`config.mk`:
```
export PLATFORM = sky130hd
export DESIGN_NAME = vdp_tile_row_decoder
export DESIGN_NICKNAME = d
export VERILOG_FILES = /design/src/rtl/vdp_tile_row_decoder_pkg.sv /design/src/rtl/vdp_tile_row_bank.sv /design/src/rtl/vdp_tile_row_decoder.sv
export SDC_FILE = /design/constraint.sdc
export NUM_CORES = 1
export LEC_CHECK = 0
export CAP_MARGIN = 25
export CORE_ASPECT_RATIO = 1.25
export CORE_MARGIN = 4
export CORE_UTILIZATION = 55
export DETAILED_ROUTE_END_ITERATION = 8
export GPL_TIMING_DRIVEN = 0
export PLACE_DENSITY = 0.78
export SLEW_MARGIN = 15
export SYNTH_ARGS = -nofsm -noshare
export SYNTH_HDL_FRONTEND = slang
export SYNTH_SLANG_ARGS = --single-unit
```
`constraint.sdc`:
```
create_clock -name clk -period 4.06 [get_ports clk]
set_clock_uncertainty 0.15 [all_clocks]
set_input_delay 0.812 -clock clk [delete_from_list [all_inputs] [get_ports clk]]
set_output_delay 0.812 -clock clk [all_outputs]
set_load 0.005 [all_outputs]
```
`src/rtl/vdp_tile_row_decoder_pkg.sv`:
```
`default_nettype none
// ============================================================================
//  Module      : vdp_tile_row_decoder_pkg
//  Description : Shared definitions for the tile row decoder: map-word field
//                positions, fill FSM encoding and the pixel select helper.
//  Revision    : 1.0 - initial release
// ============================================================================
package vdp_tile_row_decoder_pkg;

  // Map-word field positions
  localparam int XFLIP_BIT       = 9;
  localparam int YFLIP_BIT       = 10;
  localparam int TILE_NUMBER_MSB = 8;
  localparam int PALETTE_LSB     = 12;

  // Row geometry
  localparam int PIXELS_PER_ROW  = 8;
  localparam int PIX_IDX_W       = 3;
  localparam int ROW_BITS        = 32;
  localparam int NUM_BANKS       = 2;

  // Fill side state encoding
  typedef enum logic [1:0] {
    FILL_IDLE  = 2'd0,
    FILL_WORD0 = 2'd1,
    FILL_WORD1 = 2'd2
  } fill_state_e;

  // Colour of output slot idx; with xflip the row is read back to front.
  function automatic logic [3:0] row_color(input logic [ROW_BITS-1:0]  row,
                                           input logic [PIX_IDX_W-1:0] idx,
                                           input logic                 xflip);
    logic [PIX_IDX_W-1:0] phys;
    phys = xflip ? ~idx : idx;
    return row[{phys, 2'b00} +: 4];
  endfunction

endpackage
`default_nettype wire

```
`src/rtl/vdp_tile_row_bank.sv`:
```
`default_nettype none
// ============================================================================
//  Module      : vdp_tile_row_bank
//  Description : One ping-pong bank: a 32-bit tile row, its palette, xflip and
//                full flag. Presents the pixel selected from the next-state
//                contents so the parent can register it in the same cycle.
//  Revision    : 1.0 - initial release
// ============================================================================
module vdp_tile_row_bank
  import vdp_tile_row_decoder_pkg::*;
(
  input  logic                 clk,
  input  logic                 reset_n,
  input  logic                 cfg_we_i,
  input  logic                 cfg_xflip_i,
  input  logic [3:0]           cfg_palette_i,
  input  logic                 lo_we_i,
  input  logic                 hi_we_i,
  input  logic [15:0]          word_i,
  input  logic                 drain_done_i,
  input  logic [PIX_IDX_W-1:0] idx_i,
  output logic                 full_o,
  output logic                 full_next_o,
  output logic [7:0]           pix_next_o
);

  logic [ROW_BITS-1:0] row_q,     row_d;
  logic [3:0]          palette_q, palette_d;
  logic                xflip_q,   xflip_d;
  logic                full_q,    full_d;

  // Next-state for row storage, attributes and full flag
  always_comb begin
    row_d     = row_q;
    palette_d = palette_q;
    xflip_d   = xflip_q;
    full_d    = full_q;
    if (cfg_we_i) begin
      palette_d = cfg_palette_i;
      xflip_d   = cfg_xflip_i;
    end
    if (lo_we_i) begin
      row_d[15:0] = word_i;
    end
    // A bank is never filled and drained at once: filling requires it empty.
    if (hi_we_i) begin
      row_d[31:16] = word_i;
      full_d       = 1'b1;
    end else if (drain_done_i) begin
      full_d = 1'b0;
    end
  end

  // Bank state registers
  always_ff @(posedge clk or negedge reset_n) begin
    if (!reset_n) begin
      row_q     <= '0;
      palette_q <= 4'd0;
      xflip_q   <= 1'b0;
      full_q    <= 1'b0;
    end else begin
      row_q     <= row_d;
      palette_q <= palette_d;
      xflip_q   <= xflip_d;
      full_q    <= full_d;
    end
  end

  assign full_o      = full_q;
  assign full_next_o = full_d;
  assign pix_next_o  = {palette_d, row_color(row_d, idx_i, xflip_d)};

endmodule
`default_nettype wire

```
`src/rtl/vdp_tile_row_decoder.sv`:
```
`default_nettype none
// ============================================================================
//  Module      : vdp_tile_row_decoder
//  Description : Tile row decoder. Takes a map word plus two VRAM row words,
//                fills one of two banks and streams 8 palette-tagged 4bpp
//                pixels per row over a valid/ready interface.
//  Revision    : 1.0 - initial release
// ============================================================================
module vdp_tile_row_decoder #(
  parameter int XFLIP_BIT   = vdp_tile_row_decoder_pkg::XFLIP_BIT,
  parameter int PALETTE_LSB = vdp_tile_row_decoder_pkg::PALETTE_LSB
) (
  input  logic        clk,
  input  logic        reset_n,
  input  logic        map_valid,
  output logic        map_ready,
  input  logic [15:0] map_data,
  input  logic        vram_valid,
  input  logic [15:0] vram_data,
  output logic        pixel_valid,
  input  logic        pixel_ready,
  output logic [7:0]  pixel,
  output logic        pixel_opaque,
  output logic        row_last,
  output logic        protocol_error
);
  import vdp_tile_row_decoder_pkg::*;

  fill_state_e          state_q, state_d;
  logic                 wr_bank_q, wr_bank_d;
  logic                 rd_bank_q, rd_bank_d;
  logic [PIX_IDX_W-1:0] idx_q, idx_d;
  logic                 perr_q, perr_d;
  logic [7:0]           pixel_q, pixel_d;
  logic                 opaque_q, opaque_d;
  logic                 last_q, last_d;

  logic [NUM_BANKS-1:0]      w_cfg_we;
  logic [NUM_BANKS-1:0]      w_lo_we;
  logic [NUM_BANKS-1:0]      w_hi_we;
  logic [NUM_BANKS-1:0]      w_drain_done;
  logic [NUM_BANKS-1:0]      w_full;
  logic [NUM_BANKS-1:0]      w_full_next;
  logic [NUM_BANKS-1:0][7:0] w_pix_next;
  logic                      w_fire;
  logic                      w_valid_next;
  logic [7:0]                w_pix_sel;
  logic                      w_unused_map;

  // Only the flip and palette fields are consumed here.
  assign w_unused_map = ^map_data;

  // map_ready looks at the registered empty flag, so a bank freed this cycle
  // is offered to the map side one cycle later.
  assign map_ready   = (state_q == FILL_IDLE) && !w_full[wr_bank_q];
  assign pixel_valid = w_full[rd_bank_q];
  assign w_fire      = pixel_valid && pixel_ready;

  // Fill FSM: next state and write strobes for the current write bank
  always_comb begin
    state_d   = state_q;
    wr_bank_d = wr_bank_q;
    perr_d    = perr_q;
    w_cfg_we  = '0;
    w_lo_we   = '0;
    w_hi_we   = '0;
    case (state_q)
      FILL_IDLE: begin
        if (vram_valid) begin
          perr_d = 1'b1;
        end
        if (map_valid && map_ready) begin
          w_cfg_we[wr_bank_q] = 1'b1;
          state_d             = FILL_WORD0;
        end
      end
      FILL_WORD0: begin
        if (vram_valid) begin
          w_lo_we[wr_bank_q] = 1'b1;
          state_d            = FILL_WORD1;
        end
      end
      FILL_WORD1: begin
        if (vram_valid) begin
          w_hi_we[wr_bank_q] = 1'b1;
          wr_bank_d          = ~wr_bank_q;
          state_d            = FILL_IDLE;
        end
      end
      default: begin
        state_d = FILL_IDLE;
      end
    endcase
  end

  // Drain side: advance the pixel index and retire the bank after pixel 7
  always_comb begin
    idx_d        = idx_q;
    rd_bank_d    = rd_bank_q;
    w_drain_done = '0;
    if (w_fire) begin
      idx_d = idx_q + 3'd1;
      if (idx_q == 3'(PIXELS_PER_ROW - 1)) begin
        w_drain_done[rd_bank_q] = 1'b1;
        rd_bank_d               = ~rd_bank_q;
      end
    end
  end

  // Output register inputs, taken from the bank contents as they will be
  // after this edge so the pixel lines up with pixel_valid.
  always_comb begin
    w_valid_next = w_full_next[rd_bank_d];
    w_pix_sel    = w_pix_next[rd_bank_d];
    pixel_d      = w_valid_next ? w_pix_sel : 8'd0;
    opaque_d     = w_valid_next && (|w_pix_sel[3:0]);
    last_d       = w_valid_next && (idx_d == 3'(PIXELS_PER_ROW - 1));
  end

  // Control and output registers
  always_ff @(posedge clk or negedge reset_n) begin
    if (!reset_n) begin
      state_q   <= FILL_IDLE;
      wr_bank_q <= 1'b0;
      rd_bank_q <= 1'b0;
      idx_q     <= '0;
      perr_q    <= 1'b0;
      pixel_q   <= 8'd0;
      opaque_q  <= 1'b0;
      last_q    <= 1'b0;
    end else begin
      state_q   <= state_d;
      wr_bank_q <= wr_bank_d;
      rd_bank_q <= rd_bank_d;
      idx_q     <= idx_d;
      perr_q    <= perr_d;
      pixel_q   <= pixel_d;
      opaque_q  <= opaque_d;
      last_q    <= last_d;
    end
  end

  generate
    for (genvar gi = 0; gi < NUM_BANKS; gi++) begin : g_bank
      vdp_tile_row_bank u_bank (
        .clk           (clk),
        .reset_n       (reset_n),
        .cfg_we_i      (w_cfg_we[gi]),
        .cfg_xflip_i   (map_data[XFLIP_BIT]),
        .cfg_palette_i (map_data[PALETTE_LSB +: 4]),
        .lo_we_i       (w_lo_we[gi]),
        .hi_we_i       (w_hi_we[gi]),
        .word_i        (vram_data),
        .drain_done_i  (w_drain_done[gi]),
        .idx_i         (idx_d),
        .full_o        (w_full[gi]),
        .full_next_o   (w_full_next[gi]),
        .pix_next_o    (w_pix_next[gi])
      );
    end
  endgenerate

  assign pixel          = pixel_q;
  assign pixel_opaque   = opaque_q;
  assign row_last       = last_q;
  assign protocol_error = perr_q;

endmodule
`default_nettype wire

```
==> out/metrics.cfg, run 1 <==
[timing]
rsz0062_at_grt = no
tightestPinTransition_ns = 0.811
drv_slew = 0
setup_ws_ns = 0.240
fin_crit_sh = 0.941
hold_viol_final = 0
slew_headroom = 0.457
whs_ns = 0.275
fmax_mhz = 262
period_minus_slack_ns = 3.82
setup_violations = 0

[route]
via_per_inst = 5.93
routed_wl_um = 9980
drtIter0Drc = 198
vias = 2967
drtAntennaViolNets = 0
drtPass1Iterations = 4
drc = 0
wire_per_inst_um = 20.0

[die]
start_util = 0.573
die-area_sq_mm = 0.00974
core_sq_mm = 0.00788
rows = 36
die_w_um = 89.1
die_h_um = 109
num_io_pins = 50

[synth]
synth_flop_cell = dfrtp_1
yosys.area.top_type = dfrtp_1
async_reset_ff_frac = 1.00
yosysUniqueCellTypes = 44
synth_top_area_frac = 0.521
synth_commonest_cells = 94 x dfrtp_1, 64 x nand2_1, 59 x mux2_2
synth_area_leaders = dfrtp_1 52%, mux2_2 15%, mux4_2 8.5%
ys_ff_latch = 94
synth_cells = 351
synth.most_common_cell = dfrtp_1
synth_edf_count = 0
synth_area_sq_mm = 0.00452
ys_warn_count = 0
synth_seq_area_share = 0.521
synth_area_per_cell_sq_um = 12.9
syn_nets = 392

[place]
post-place-cells = 484
dp_hpwl_um = 7070
portBuffers = 37
place.gp.congestion = 0.824
pre_cts_slack_ns = -0.348

[global_route]
antenna_found_initial = 0
first_global_vias = 3127
grt_max_degree = 54
grt_pass1_wl_um = 16200
track_usage = 0.228
grt_overflow = 0

[clock_network]
cts-root-buf = clkbuf_8
postCtsSetupRepairBufs = 0
cts_tree = done
cts_buffer_depth = 2
holdBufCountCts = 0
clkLatencyLatePin_ns = 0.37
ctsHtreeMaxLevel = 3
clkTransAtPathRegs_ns = 0.08
cts.sinks = 94
ctsResizeCount = 0
cts_buffers = 9

[run]
maxCapViolations = 0

[worst_setup_path]
crit_type = in -> reg
path_max_fanout = 10
cp.required_ns = 4.13
worstSetupStartpointType = primary input
endpoint_kind = flop
cp.arrival_ns = 3.89

[final_layout]
fin_cells = 500
syn_to_final_growth_pct = 16.6
final_nets = 441
fin_util = 0.668
drive_gt1_frac = 0.269
num_antenna_cells = 0

[pwr]
p_leak_nw = 2.36
finalPower_mw = 5.16
max-vdd-ir-drop_uv = 533
power_density_mw_per_mm2 = 981

[outcome]
status = finished clean

[worst_hold_path]
hold_class = in -> async

## per-layer routing
metal | wire [um] | GRT usage
met5 | 0 | 0
met3 | 533 | 0.0465
met2 | 5020 | 0.370
met1 | 4040 | 0.285
met4 | 392 | 0.123
## final timing paths
check / start / end / slack, ns / depth (start not counted)
worst max-delay path: map_valid / pixel_opaque / 0.24 / 9
worst min-delay path: reset_n / g_bank[0].u_bank.row_q[12] / 0.28 / 1
worst max register to register: rd_bank_q / pixel_opaque / 0.40 / 9
worst min register to register: g_bank[0].u_bank.row_q[30] / g_bank[0].u_bank.row_q[30] / 0.32 / 2
max in group asynchronous: reset_n / g_bank[1].u_bank.row_q[5] / 2.83 / 2
min in group clk: g_bank[0].u_bank.row_q[30] / g_bank[0].u_bank.row_q[30] / 0.32 / 2
## registers in the layout (all words and copies together) (netlist names), 2 cells and up
name                     flops
g_bank.u_bank.palette_q      8
idx_q                        3
g_bank.u_bank.full_o         2
state_q                      2
g_bank.u_bank.xflip_q        2
pixel                        8
g_bank.u_bank.row_q         64
## worst max-delay path: stages
cell and delay (ns):
clkdlybuf4s50_1 0.52, nand3_2 0.19, mux2i_4 0.29, xnor2_2 0.40
clkbuf_1 0.53, mux4_2 0.40, a211oi_1 0.26, a2bb2oi_1 0.33
a41oi_1 0.16
## where the power goes
group	switching [mW]	internal [mW]
clock network	0.311	0.362
logic	1.48	1.46
registers	0.176	1.38
## cell type report
cell class,count,area (sq um)
buffer,16,75.1
clock buffer,12,145
clock inverter,4,70.1
fill,593,2620
inverter,8,30.0
multi-input combinational,233,2080
sequential,94,2350
tap,95,119
timing repair buffer,38,395
## logic make-up after synthesis
logic type,after synthesis,share of synthesized area
AOI/OAI and AO/OA,32,0.0510
and+or+nand+nor,94,0.0886
muxes,94,0.280
DFF,94,0.521
adders and majority gates,4,0.0111
buffers and inverters,24,0.0233
xor gates and xnor gates,9,0.0249
## layout by cell type (no fill, tap or decap), types with 3 or more instances in the layout
master / n
dfrtp_1: 94
a21oi_1: 7
a32o_1: 4
nor2_1: 14
clkbuf_1: 13
ha_1: 4
mux2i_1: 12
mux2_2: 59
o21ai_0: 3
buf_2: 3
inv_1: 8
xor2_1: 3
mux4_2: 17
clkbuf_8: 10
nand2_1: 64
o211ai_1: 5
clkdlybuf4s50_1: 36
## metrics by stage
step                      instance area, sq um  setup TNS (ns)
after floorplan                           4520               0
after global placement                    5010         -121.15
after detailed placement                  5030           -1.23
after CTS                                 5250               0
after global routing                      5270               0
final                                     5270               0
Note: power is estimated with default switching activity, not from simulation.
==> run 2: changes to the inputs <==
--- a/config.mk
+++ b/config.mk
@@ -7,7 +7,7 @@
 export LEC_CHECK = 0
 export CAP_MARGIN = 25
 export CORE_ASPECT_RATIO = 1.25
-export CORE_MARGIN = 4
+export CORE_MARGIN = 5
 export CORE_UTILIZATION = 55
 export DETAILED_ROUTE_END_ITERATION = 8
 export GPL_TIMING_DRIVEN = 0
==> out/metrics.cfg, run 2 (synthesis results as in run 1) <==
[final_layout]
num_antenna_cells = 0  ; unchanged
fin_area_sq_mm = 0.00526  ; -0.17%
ff_latch_area_sq_mm = 0.00235  ; unchanged
regMostFlops = g_bank.u_bank.row_q
largest_reg_flops = 64  ; unchanged
final_nets = 441  ; unchanged
layout_commonest_cell = dfrtp_1
mostFrequentLayoutCells = 94 x dfrtp_1, 64 x nand2_1, 59 x mux2_2
drive_gt1_frac = 0.272  ; +0.00247
fill_cells = 630  ; +6.2%
multiInputGateArea_sq_mm = 0.00207  ; -0.36%
syn_to_final_growth_pct = 16.4
fin_cells = 502  ; +0.40%

[global_route]
antenna_found_initial = 0  ; unchanged
track_usage = 0.201  ; -0.0267
grt_max_degree = 59  ; +9.3%
first_global_vias = 3117  ; -0.32%
grt_pass1_wl_um = 16200  ; +0.13%
grt_overflow = 0  ; unchanged

[timing]
rsz0062_at_grt = no
slew_headroom = 0.475  ; +0.0178
tightestPinTransition_ns = 0.784  ; -0.0266 ns
period_minus_slack_ns = 3.82  ; -0.00256 ns
setup_ws_ns = 0.243  ; +0.00256 ns
whs_ns = 0.263  ; -0.0124 ns
hold_viol_final = 0  ; unchanged
drv_slew = 0  ; unchanged
fin_crit_sh = 0.940  ; about the same
setup_violations = 0  ; unchanged
fmax_mhz = 262  ; about the same

[worst_setup_path]
cp_cell_sequence = clkdlybuf4s50_1, nand3_1, mux2i_4, xnor2_4, buf_2, mux4_2, mux2i_1, a21oi_1, a22oi_1, a41oi_1
cp.arrival_ns = 3.88  ; about the same
cp.required_ns = 4.12  ; about the same
worstSetupStartpointType = primary input
crit_type = in -> reg
critPathMaxStageDelay_ns = 0.53  ; about the same
endpoint_kind = flop
critical-path-top-delay-family = buffers and inverters
path_max_fanout = 10  ; unchanged
cp_slowest_cell = clkdlybuf4s50_1
critPathBufInv = 2  ; unchanged

[route]
drtIter0Drc = 164  ; -17%
drtPass1Iterations = 4  ; unchanged
routed_wl_um = 9540  ; -4.4%
drtAntennaViolNets = 0  ; unchanged
drc = 0  ; unchanged
vias = 2947  ; -0.67%
wire_per_inst_um = 19.0  ; -4.7%
via_per_inst = 5.87  ; -1.1%

[pwr]
power_density_mw_per_mm2 = 972  ; -0.89%
intPower_mw = 3.15  ; -1.5%
switching_share = 0.384  ; +0.00303
max-vdd-ir-drop_uv = 481  ; -9.7%
combPwrFrac = 0.570  ; +0.002
pwr-share-seq = 0.304  ; +0.003
switching_power_mw = 1.96  ; -0.27%
finalPower_mw = 5.11  ; -1.1%
p_leak_nw = 2.35  ; -0.44%
power.share.clock = 0.126  ; -0.004

[place]
post-place-cells = 486  ; +0.41%
dp_hpwl_um = 6870  ; -2.8%
place.gp.congestion = 0.794  ; -3.6%
pre_cts_slack_ns = -0.302  ; +0.0463 ns
placed_area_sq_mm = 0.00503  ; about the same
portBuffers = 37  ; unchanged

[die]
die-area_sq_mm = 0.0101  ; +4.1%
die_w_um = 91.1  ; +2.2%
die_h_um = 111  ; +1.8%
num_io_pins = 50  ; unchanged
rows = 37  ; +2.8%
core_sq_mm = 0.00815  ; +3.4%
start_util = 0.554  ; -0.0187

[clock_network]
holdBufCountCts = 0  ; unchanged
cts_buffers = 9  ; unchanged
cts.sinks = 94  ; unchanged
cts-root-buf = clkbuf_8
cts_tree = done
ctsHtreeMaxLevel = 3  ; unchanged
clkTransAtPathRegs_ns = 0.09  ; about the same
clkLatencyLatePin_ns = 0.35  ; -0.02 ns
cts_buffer_depth = 2  ; unchanged

[run]
maxCapViolations = 0  ; unchanged

[outcome]
status = finished clean

[worst_hold_path]
hold_class = in -> async

run 2: final cells by class:
| class | instances | area share |
|---|---|---|
| inverters | 8 | 0.00571 |
| clock inverters | 4 | 0.0105 |
| flip-flops and latches | 94 | 0.448 |
| multi-input cells | 233 | 0.394 |
| well taps | 97 | 0.0231 |
| plain buffers | 16 | 0.0145 |
| clock buffers | 12 | 0.0295 |
| repair buffers | 38 | 0.0752 |
run 2: routing by layer:
metal,part of all wire,GRT usage,up-vias
li1,-,-,1338
met1,0.41,0.264,1492
met2,0.51,0.334,95
met3,0.054,0.0380,22
met4,0.030,0.0724,0
met5,0,0,-
run 2: worst paths after layout:
kind / start / end / slack [ns] / cells past startpoint
max: map_valid / pixel_opaque / 0.24 / 10
min: reset_n / state_q[0] / 0.26 / 1
max reg2reg: state_q[1] / pixel_opaque / 0.49 / 10
min reg2reg: protocol_error / protocol_error / 0.31 / 1
max in group asynchronous: reset_n / g_bank[1].u_bank.row_q[19] / 2.85 / 2
min in group clk: protocol_error / protocol_error / 0.31 / 1
run 2: worst reg2reg max path: stages, from the launching register on:
cell     delay (ns)
dfrtp_1        0.42
nor2_1         0.28
nand3_1        0.35
mux2i_4        0.36
xnor2_4        0.42
buf_2          0.37
mux4_2         0.35
mux2i_1        0.17
a21oi_1        0.09
a22oi_1        0.33
a41oi_1        0.16
run 2: power groups by stage:
stage	Clock, mW	Sequential [mW]	Combinational [mW]
floorplan	0	1.52	2.16
global placement	0	1.55	2.81
detailed placement	0	1.57	2.86
CTS	0.654	1.56	2.88
global route	0.700	1.60	3.16
finish	0.643	1.55	2.91
run 2: what timing repair did:
action	in CTS	in global routing
endpoints found under the setup margin	0	3
gates resized for setup	0	3
buffers inserted	0	0
run 2: through the flow:
| step | util | setup TNS (ns) |
|---|---|---|
| 6_report | 0.645 | 0 |
| 5_1_grt | 0.645 | 0 |
| 4_1_cts | 0.644 | 0 |
| 3_5_place_dp | 0.618 | -0.908 |
| 3_3_place_gp | 0.615 | -119.28 |
| 2_1_floorplan | - | 0 |
